## src/rtl/serial_bit_feeder.sv

```systemverilog
// Parallel-to-serial feeder for the serial sequence detector. It accepts a word
// through a valid/ready handshake and shifts it out one bit per clock, with no idle gap between words.
module serial_bit_feeder #(
  parameter int unsigned WIDTH     = 8,
  parameter bit          LSB_FIRST = 1'b0,
  parameter bit          IDLE_BIT  = 1'b1
) (
  input  logic             clk,
  input  logic             rst,
  input  logic [WIDTH-1:0] din,
  input  logic             din_valid,
  output logic             din_ready,
  output logic             sout,
  output logic             sout_valid,
  output logic             word_done,
  output logic             busy
);

  localparam int unsigned   CW   = (WIDTH > 1) ? $clog2(WIDTH) : 1;
  localparam logic [CW-1:0] LAST = CW'(WIDTH - 1);

  typedef enum logic {IDLE = 1'b0, SHIFT = 1'b1} state_t;

  state_t           state, state_nxt;
  logic [CW-1:0]    cnt, cnt_nxt;
  logic [WIDTH-1:0] sreg, sreg_nxt, sreg_sh;
  logic             sout_nxt, sout_valid_nxt;
  logic             last_bit, accept, first_bit, next_bit;

  // The last-bit cycle doubles as the reload window, so words can run back to back.
  assign last_bit  = (state == SHIFT) && (cnt == LAST);
  assign din_ready = !rst && ((state == IDLE) || last_bit);
  assign accept    = din_valid && din_ready;
  assign word_done = last_bit;
  assign busy      = (state == SHIFT);

  assign first_bit = LSB_FIRST ? din[0] : din[WIDTH-1];
  assign sreg_sh   = LSB_FIRST ? (sreg >> 1) : (sreg << 1);
  assign next_bit  = LSB_FIRST ? sreg_sh[0] : sreg_sh[WIDTH-1];

  // State and datapath registers
  always_ff @(posedge clk or posedge rst) begin
    if (rst) begin
      state      <= IDLE;
      cnt        <= '0;
      sreg       <= '0;
      sout       <= IDLE_BIT;
      sout_valid <= 1'b0;
    end else begin
      state      <= state_nxt;
      cnt        <= cnt_nxt;
      sreg       <= sreg_nxt;
      sout       <= sout_nxt;
      sout_valid <= sout_valid_nxt;
    end
  end

  // Next-state and next-output logic
  always_comb begin
    state_nxt      = state;
    cnt_nxt        = cnt;
    sreg_nxt       = sreg;
    sout_nxt       = sout;
    sout_valid_nxt = sout_valid;
    if (accept) begin
      state_nxt      = SHIFT;
      cnt_nxt        = '0;
      sreg_nxt       = din;
      sout_nxt       = first_bit;
      sout_valid_nxt = 1'b1;
    end else begin
      case (state)
        SHIFT: begin
          if (last_bit) begin
            state_nxt      = IDLE;
            sout_nxt       = IDLE_BIT;
            sout_valid_nxt = 1'b0;
          end else begin
            cnt_nxt  = cnt + CW'(1);
            sreg_nxt = sreg_sh;
            sout_nxt = next_bit;
          end
        end
        IDLE: begin
          sout_nxt       = IDLE_BIT;
          sout_valid_nxt = 1'b0;
        end
        default: begin
          state_nxt      = IDLE;
          cnt_nxt        = '0;
          sout_nxt       = IDLE_BIT;
          sout_valid_nxt = 1'b0;
        end
      endcase
    end
  end

endmodule

```

## config.mk

```make
export PLATFORM = sky130hd
export DESIGN_NAME = serial_bit_feeder
export DESIGN_NICKNAME = d
export VERILOG_FILES = /design/src/rtl/serial_bit_feeder.sv
export SDC_FILE = /design/constraint.sdc
export NUM_CORES = 1
export LEC_CHECK = 0
export CORE_AREA = 2 2 39 41
export CTS_CLUSTER_DIAMETER = 40
export DETAILED_ROUTE_END_ITERATION = 7
export DIE_AREA = 0 0 41 43
export GPL_TIMING_DRIVEN = 0
export PLACE_DENSITY = 0.74
export REMOVE_ABC_BUFFERS = 1
export SKIP_LAST_GASP = 1
export SYNTH_ARGS = -nofsm -noshare
export SYNTH_HDL_FRONTEND = slang
export SYNTH_SLANG_ARGS = --single-unit
```

## constraint.sdc

```tcl
create_clock -name clk -period 2.7 [get_ports clk]
set_input_delay 0.405 -clock clk [delete_from_list [all_inputs] [get_ports clk]]
set_output_delay 0.405 -clock clk [all_outputs]
set_load 0.005 [all_outputs]
```

==> flow_summary.ini <==
[logic_synthesis]
syn_inst = 52
syn_area_per_cell_sq_um = 11.4
ys_top_cells_by_area = dfrtp_1 51%, a221o_1 10%, and2_1 8.5%, dfstp_2 4.4%, ha_1 4.2%
yosys.area_share.adder_pct = 4.24
ys_types = 18
yosys.area_share.simple_pct = 19.3
synth-xor-area-share_pct = 0
synth_compound_area_share_pct = 14.8
synth.largest_area_cell = dfrtp_1
muxShareOfSynthArea_pct = 1.69
synthesis.area_sq_um = 591
synth_top_cell_area_share_pct = 50.8
ys_seq_area_share_pct = 55.3
yosys_warnings = 0
ys_ff_latch = 13
synth_top_family_by_area = simple AND/OR/NAND/NOR gates

[worst_hold_path]
min_path_type = reg2reg

[setup_path]
cp_top_family = simple AND/OR/NAND/NOR gates
critPathSlowestCell = nor2b_1
crit_path_frequent_cell = ha_1
cp_max_fo = 11
crit_chain = ha_1 -> ha_1 -> nor2b_1 -> nor2_1 -> clkdlybuf4s50_1
end_kind = output pin
critPathArrivalTime_ns = 2.17
critPathKind = reg2out
cp_data_required_time_ns = 2.30
crit_buf_inv = 1
cpPeakStageDelay_ns = 0.53
critPathLaunchType = flop

[sta]
max_slew_margin_pct = 55.4
setup_tns_ns = 0
finalWorstSetupSlack_ns = 0.127
clock_skew_ns = 0.00202
worst_pin_slew_ns = 0.667
rsz0062_at_grt = false
finalHoldViolCount = 0
timing.final.crit_share_pct = 95.3
fmax_mhz = 389
period_needed_ns = 2.57
slew_viol_final = 0
setup_viol = 0

[die]
design.die.area_sq_mm = 0.00176
core_area_sq_mm = 0.00138
die_w_microns = 41
die_h_microns = 43
io_pins = 16
rows = 14
start_util_pct = 42.7

[drt]
first_pass_iters = 2
drt_iter0_markers = 5
drt-vias-per-instance = 5.12
antenna_left = 0
wire_per_inst_microns = 12.9
drt_wl_total_microns = 1100
drc_errors = 0
vias = 435

[cts]
clk_latency_ns = 0.28
cts-root-buf = clkbuf_4
clk_pin_slew_worst_paths_ns = 0.08
cts_tree = yes
cts_resized = 0
clk_path_buf_depth = 2
cts_buffers = 3
holdBufCountCts = 0
post-cts-setup-buffers = 0
cts.sinks = 13
htree_num_levels = 1

[layout]
nNetsFinal = 83
drive_gt1_share_pct = 8.70
n_antenna_cell = 0
synthToLayoutAreaGrowth_pct = 30.5
final_util_pct = 55.7
layout.cells.non_filler = 85

[place]
gp_congestion = 0.696
hpwlAfterDp_microns = 776
port_buffers = 15
pre_cts_slack_ns = 0.400
place_inst = 81

[pwr]
p_per_area_mw_per_mm2 = 981
power.total_uw = 756
ir_worst_vdd_mv = 0.421
p_leak_nw = 0.358

[global_routing]
antenna_found_initial = 0
grt_pass1_wl_microns = 1910
grt_pass1_vias = 431
grt_usage_pct = 17.0
grt_overflow = 0
grt_max_degree = 14

[outcome]
outcome = finished clean

[job]
maxCapViolCount = 0
[layout make-up]
type,count,area (sq um)
Fill cell,129,613
Sequential cell,13,327
Timing Repair Buffer,15,150
Inverter,3,11.3
Clock buffer,4,26.3
Tap cell,16,20.0
Multi-Input combinational cell,34,236
[where the power goes]
| part | switching, mW | internal [mW] | total [mW] |
|---|---|---|---|
| sequential | 0.0430 | 0.280 | 0.323 |
| combinational | 0.143 | 0.166 | 0.309 |
| clock | 0.0670 | 0.0574 | 0.124 |
[cell families after synthesis]
kind of cell | count (synthesis)
AOI/OAI and AO/OA | 11
adders and majority gates | 2
buffers and inverters | 5
DFF | 13
muxes | 1
and+or+nand+nor | 20
[state kept, by name, indices dropped and copies added, names as in the netlist]
register / cells
sreg: 7
cnt: 3
sout_valid: 1
busy: 1
sout: 1
[path summary, 6_finish.rpt]
check | cells after the start | slack [ns] | start | end
setup / recovery | 5 | 0.13 | cnt[0] | din_ready
hold / removal | 1 | 0.49 | cnt[0] | cnt[0]
setup reg to reg | 5 | 0.70 | cnt[0] | sreg[6]
hold reg to reg | 1 | 0.49 | cnt[0] | cnt[0]
max in group asynchronous | 2 | 1.84 | rst | sout
min in group asynchronous | 2 | 0.51 | rst | sreg[3]
[worst register-to-register path, cell delays in order (launching register included)]
cell	delay, ns
dfrtp_1	0.40
ha_1	0.21
ha_1	0.20
nor2b_1	0.53
nor2_2	0.20
a221o_1	0.35
[layer usage]
metal / share of wire [%] / global-route usage (%)
met5: 0 / 0
met3: 4.3 / 4.71
met4: 2.7 / 14.0
met2: 45 / 22.5
met1: 48 / 21.8
[placed cells by master, fill, tap and decap left out, types with 2 or more instances in the layout]
cell             synthesis  routed
nor2_1                   2       2
o21ai_0                  3       3
a221o_1                  6       6
and2_1                   8       8
nand2_1                  5       5
ha_1                     2       2
nor2b_1                  2       2
inv_1                    3       3
clkbuf_4                 0       3
dfrtp_1                 12      12
clkdlybuf4s50_1          0      15
[synth_stat cells, drive strengths merged]
| cell | instances |
|---|---|
| buf | 2 |
| o21ai | 3 |
| a21oi | 1 |
| mux2i | 1 |
| nor2 | 3 |
| ha | 2 |
| dfstp | 1 |
| nor2b | 2 |
| nand3 | 1 |
| a221o | 6 |
| nand2 | 5 |
| inv | 3 |
| a21o | 1 |
| and2 | 8 |
| dfrtp | 12 |
| nand2b | 1 |
[stage by stage]
step	hold slack [ns]	instance area, sq um
2_1_floorplan	0.281	574
3_3_place_gp	0.461	744
3_5_place_dp	0.473	744
4_1_cts	0.491	771
5_1_grt	0.532	771
6_report	0.489	771
(Power assumes the default switching activity.)
==> RTL edit 1: new RTL, config.mk and constraints unchanged <==
The parameter `WIDTH` goes from 8 to 4.
--- a/src/rtl/serial_bit_feeder.sv
+++ b/src/rtl/serial_bit_feeder.sv
@@ -2,5 +2,5 @@
 // through a valid/ready handshake and shifts it out one bit per clock, with no idle gap between words.
 module serial_bit_feeder #(
-  parameter int unsigned WIDTH     = 8,
+  parameter int unsigned WIDTH     = 4,
   parameter bit          LSB_FIRST = 1'b0,
   parameter bit          IDLE_BIT  = 1'b1
Ports: changed (resized din); port bits go from 16 to 12. No check against the original RTL was run, so the function may have changed too.
==> RTL edit 1 against the original RTL <==
Non-clock buffer count is 4 lower; synthesized area is 39% lower; combinational power is 28% lower; largest cell class unchanged; total power is 30% lower; global-route usage is 6.4 points lower; setup slack better by 0.48 ns; die area stayed put; final cell count is 20% lower; sequential cell count is 5 lower; critical path depth is 1 lower; fmax is 23% higher; first-iteration DRC count is 140% higher; wire length is 38% lower; cell area is 34% lower.
==> RTL edit 1: results (changes against the original RTL) <==
run_status:
  status: "completed"
critical_path:
  reg2reg_depth: 3  # -2
  r2r_slack_ns: 1.42  # +0.72 ns
  crit_fanout: 4  # -7
  cp_slowest_stage_delay_ns: 0.45  # -0.08 ns
  path_delay_family: "buffers and inverters"
  r2r_end: "sout$_DFF_PP1_"
  slowest_stage: "clkdlybuf4s50_1"
timing:
  fin_skew_ns: 0.009974  # +0.007952 ns
  tightest_slew_ns: 0.3422  # -0.3251 ns
  fin_crit_sh_pct: 77.42  # -18 points
finish:
  clkbuf_count: 4  # unchanged
  seq_area_share_pct: 39.66  # -2.7 points
  multi_input_area_share_pct: 28.82  # -1.9 points
  drive_gt1_share_pct: 11.54  # +2.8 points
  multi_input_gates: 28  # -18%
  fill_cells: 152  # +18%
  inv_count: 1  # -2
  multiInputGateArea_um2: 146.4  # -38%
  buf_share_pct: 21.67  # +2.2 points
  finalNetCount: 61  # -27%
  final-clk-cell-share_pct: 5.172  # +1.8 points
  reg_top3: "sreg: 3 flops, cnt: 2 flops"
grt:
  grt_use_total_pct: 10.56  # -6.4 points
  grt_pass1_vias: 278  # -35%
  grt_max_degree: 11  # -3
  grt_first_pass_wirelength_mm: 1.193  # -38%
hold_path:
  hold_class: "input port to asynchronous set/reset pin"
synth:
  synth_cell_types: 17  # -1
  synthesis.area_um2: 359.1  # -39%
  synth_common_cells: "nand2_1 (11), dfrtp_1 (7), nor2_1 (3)"
  synth_compound_area_share_pct: 8.711  # -6.1 points
  seq_area_frac_synth_pct: 56.10  # +0.80 points
  synth_area_leaders: "dfrtp_1 (49%), nand2_1 (11%), dfstp_2 (7.3%)"
  synthAdderAreaFrac_pct: 3.484  # -0.75 points
  synth.area.mux_share_pct: 0  # -1.7 points
power_and_ir_drop:
  pwr-share-seq_pct: 39.7  # -3.0 points
  clk-power_mw: 0.101  # -19%
  leakagePower_nw: 0.2283  # -36%
  switching_power_mw: 0.1773  # -30%
  vdd_drop_max_uv: 288.6  # -31%
cts:
  cts.sink_count: 8  # -5
  clk_pin_slew_worst_paths_ns: 0.06  # -0.02 ns
  postCtsSetupRepairBufs: 0  # unchanged
placed_design:
  place_ws_ns: 0.8193  # +0.4193 ns
  io_buffers: 11  # -4
  place_hpwl_um: 514.1  # -34%
  gp_congestion: 0.7292  # +4.8%
routing:
  routed-via-count: 306  # -30%
  drt_iter0_drc: 12  # +7
  first_pass_iters: 5  # +3
## RTL edit 1: changes by cell type in the layout (fill, tap and decap cells not counted), moves of 2 or more
cell,unedited run,this run
nand2_1,5,11
dfrtp_1,12,7
and2_1,8,1
a221o_1,6,0
clkdlybuf4s50_1,15,11
inv_1,3,1
nand2b_1,0,2
a31oi_1,0,2
o21ai_0,3,1
## RTL edit 1: metal layers
metal	track usage [%]	share of wire, %
met4	8.000	2.1
met1	15.33	46
met3	3.141	8.8
met5	0	0
met2	12.50	43
## RTL edit 1: metrics by stage
step	power [mW]	instances
2_1_floorplan	0.3348	37
3_5_place_dp	0.4376	64
5_1_grt	0.5873	68
3_3_place_gp	0.4276	64
4_1_cts	0.5446	68
6_report	0.5325	68
## RTL edit 1: worst register-to-register path, delay by kind of cell, from the launching register on
kind | cells | cell delay, ns
flops | 1 | 0.39
simple gates | 1 | 0.30
compound gates | 1 | 0.28
fa+ha+maj | 1 | 0.23
==> RTL edit 2: new RTL, same flow settings <==
Made on the original files. Reset style: synchronous (`rst`), changed in one clocked block.
--- a/src/rtl/serial_bit_feeder.sv
+++ b/src/rtl/serial_bit_feeder.sv
@@ -40,5 +40,5 @@
 
   // State and datapath registers
-  always_ff @(posedge clk or posedge rst) begin
+  always_ff @(posedge clk) begin
     if (rst) begin
       state      <= IDLE;
Behaviour: differs if rst is asserted again (counterexample within 4 cycles, from zero or initial values and one cycle with rst high); with rst held inactive, the same outputs for 10 cycles.
==> RTL edit 2 against the original RTL <==
Sequential cell count stayed put; critical path depth did not move; via count is 3.0% higher; cell area shrank 4.4%; critical endpoint unchanged; setup slack improved by 0.24 ns; wire length shrank 15%; synthesized area is 2.3% lower.
Power is not compared: it rests on default switching activity, and its combinational part moved more than twofold at a synthesized area within 25%.
==> RTL edit 2: results (changes against the original RTL) <==
grt:
  grt_use_total_pct: 12.61  # -4.3 points
  grt_pass1_vias: 391  # -9.3%
  grt_use_met1_pct: 16.99  # -4.8 points
  grt_max_degree: 18  # +4
  globalRouteMet3Util_pct: 1.571  # -3.1 points
finish:
  finalNetCount: 89  # +7.2%
  inv_count: 0  # -3
  multi_input_gates: 43  # +26%
  instances_no_fill: 91  # +7.1%
  register_area_um2: 260.3  # -20%
  area_growth_syn_to_layout_pct: 27.77
  multiInputGateArea_um2: 280.3  # +19%
  seq_cells: 13  # unchanged
  fill_cells: 134  # +3.9%
  final-clk-cell-share_pct: 3.565  # +0.16 points
  buf_share_pct: 20.37  # +0.89 points
synth:
  synth_area_leaders: "dfxtp_1 (45%), mux2i_1 (12%), a211oi_1 (7.8%)"
  synth_common_cells: "dfxtp_1 (13), nor2_1 (10), mux2i_1 (7), a211oi_1 (6)"
  syn_inst: 61  # +17%
  synthArstFlopShare_pct: 0  # -100 points
  seq_area_frac_synth_pct: 45.12  # -10 points
placed_design:
  placed_area_um2: 710.7  # -4.5%
  place_ws_ns: 0.5308  # +0.1307 ns
  place_hpwl_um: 631.9  # -19%
timing:
  whs_ns: 0.4550  # -0.03432 ns
  fin_skew_ns: 0.0008142  # -0.001208 ns
routing:
  wl_met1_um: 463  # -12%
  routed_wirelength_um: 936  # -15%
  viasPerCell: 4.923  # -3.8%
  drt_iter0_drc: 6  # +1
  met3_length_um: 44  # -6.4%
hold_path:
  holdPathEnd: "sout_valid$_SDFFE_PP0P_"
  hold-path-cell-count: 2  # +1
  hold_path_startpoint: "sout_valid$_SDFFE_PP0P_"
run_status:
  status: "completed"
critical_path:
  arrival_ns: 1.93  # -0.24 ns
  r2r_end: "sreg[1]$_SDFFE_PP0P_"
  r2r-start: "cnt[0]$_SDFFE_PP0P_"
  crit_start: "cnt[0]$_SDFFE_PP0P_"
  crit_fanout: 8  # -3
  r2r_slack_ns: 1.14  # +0.44 ns
power_and_ir_drop:
  leakagePower_nw: 0.3041
-- RTL edit 2: changes by cell type in the layout (fill, tap and decap cells not counted), sizes merged, moves of 3 or more --
cell | before | now
o21ai | 3 | 0
a21oi | 1 | 4
dfrtp | 12 | 0
dfxtp | 0 | 13
a211oi | 0 | 6
mux2i | 1 | 7
and2 | 8 | 1
a221o | 6 | 0
inv | 3 | 0
nand3b | 0 | 3
nor2 | 3 | 10
-- RTL edit 2: cell families (layout without fill, tap and decap cells) --
family | after synthesis | count (layout) | share of synthesized area [%]
AO/OA/AOI/OAI | 11 | 11 | 12.58
buffers and inverters | 5 | 19 | 6.288
AND/OR/NAND/NOR | 23 | 23 | 19.52
flip-flops | 13 | 13 | 45.12
adder cells (fa/ha/maj) | 2 | 2 | 4.338
multiplexers | 7 | 7 | 12.15
-- RTL edit 2: critical path: stages, from the launching register on --
cell,delay [ns]
dfxtp_1,0.33
ha_1,0.20
ha_1,0.19
nor2b_1,0.42
nor2_1,0.07
clkdlybuf4s50_1,0.45
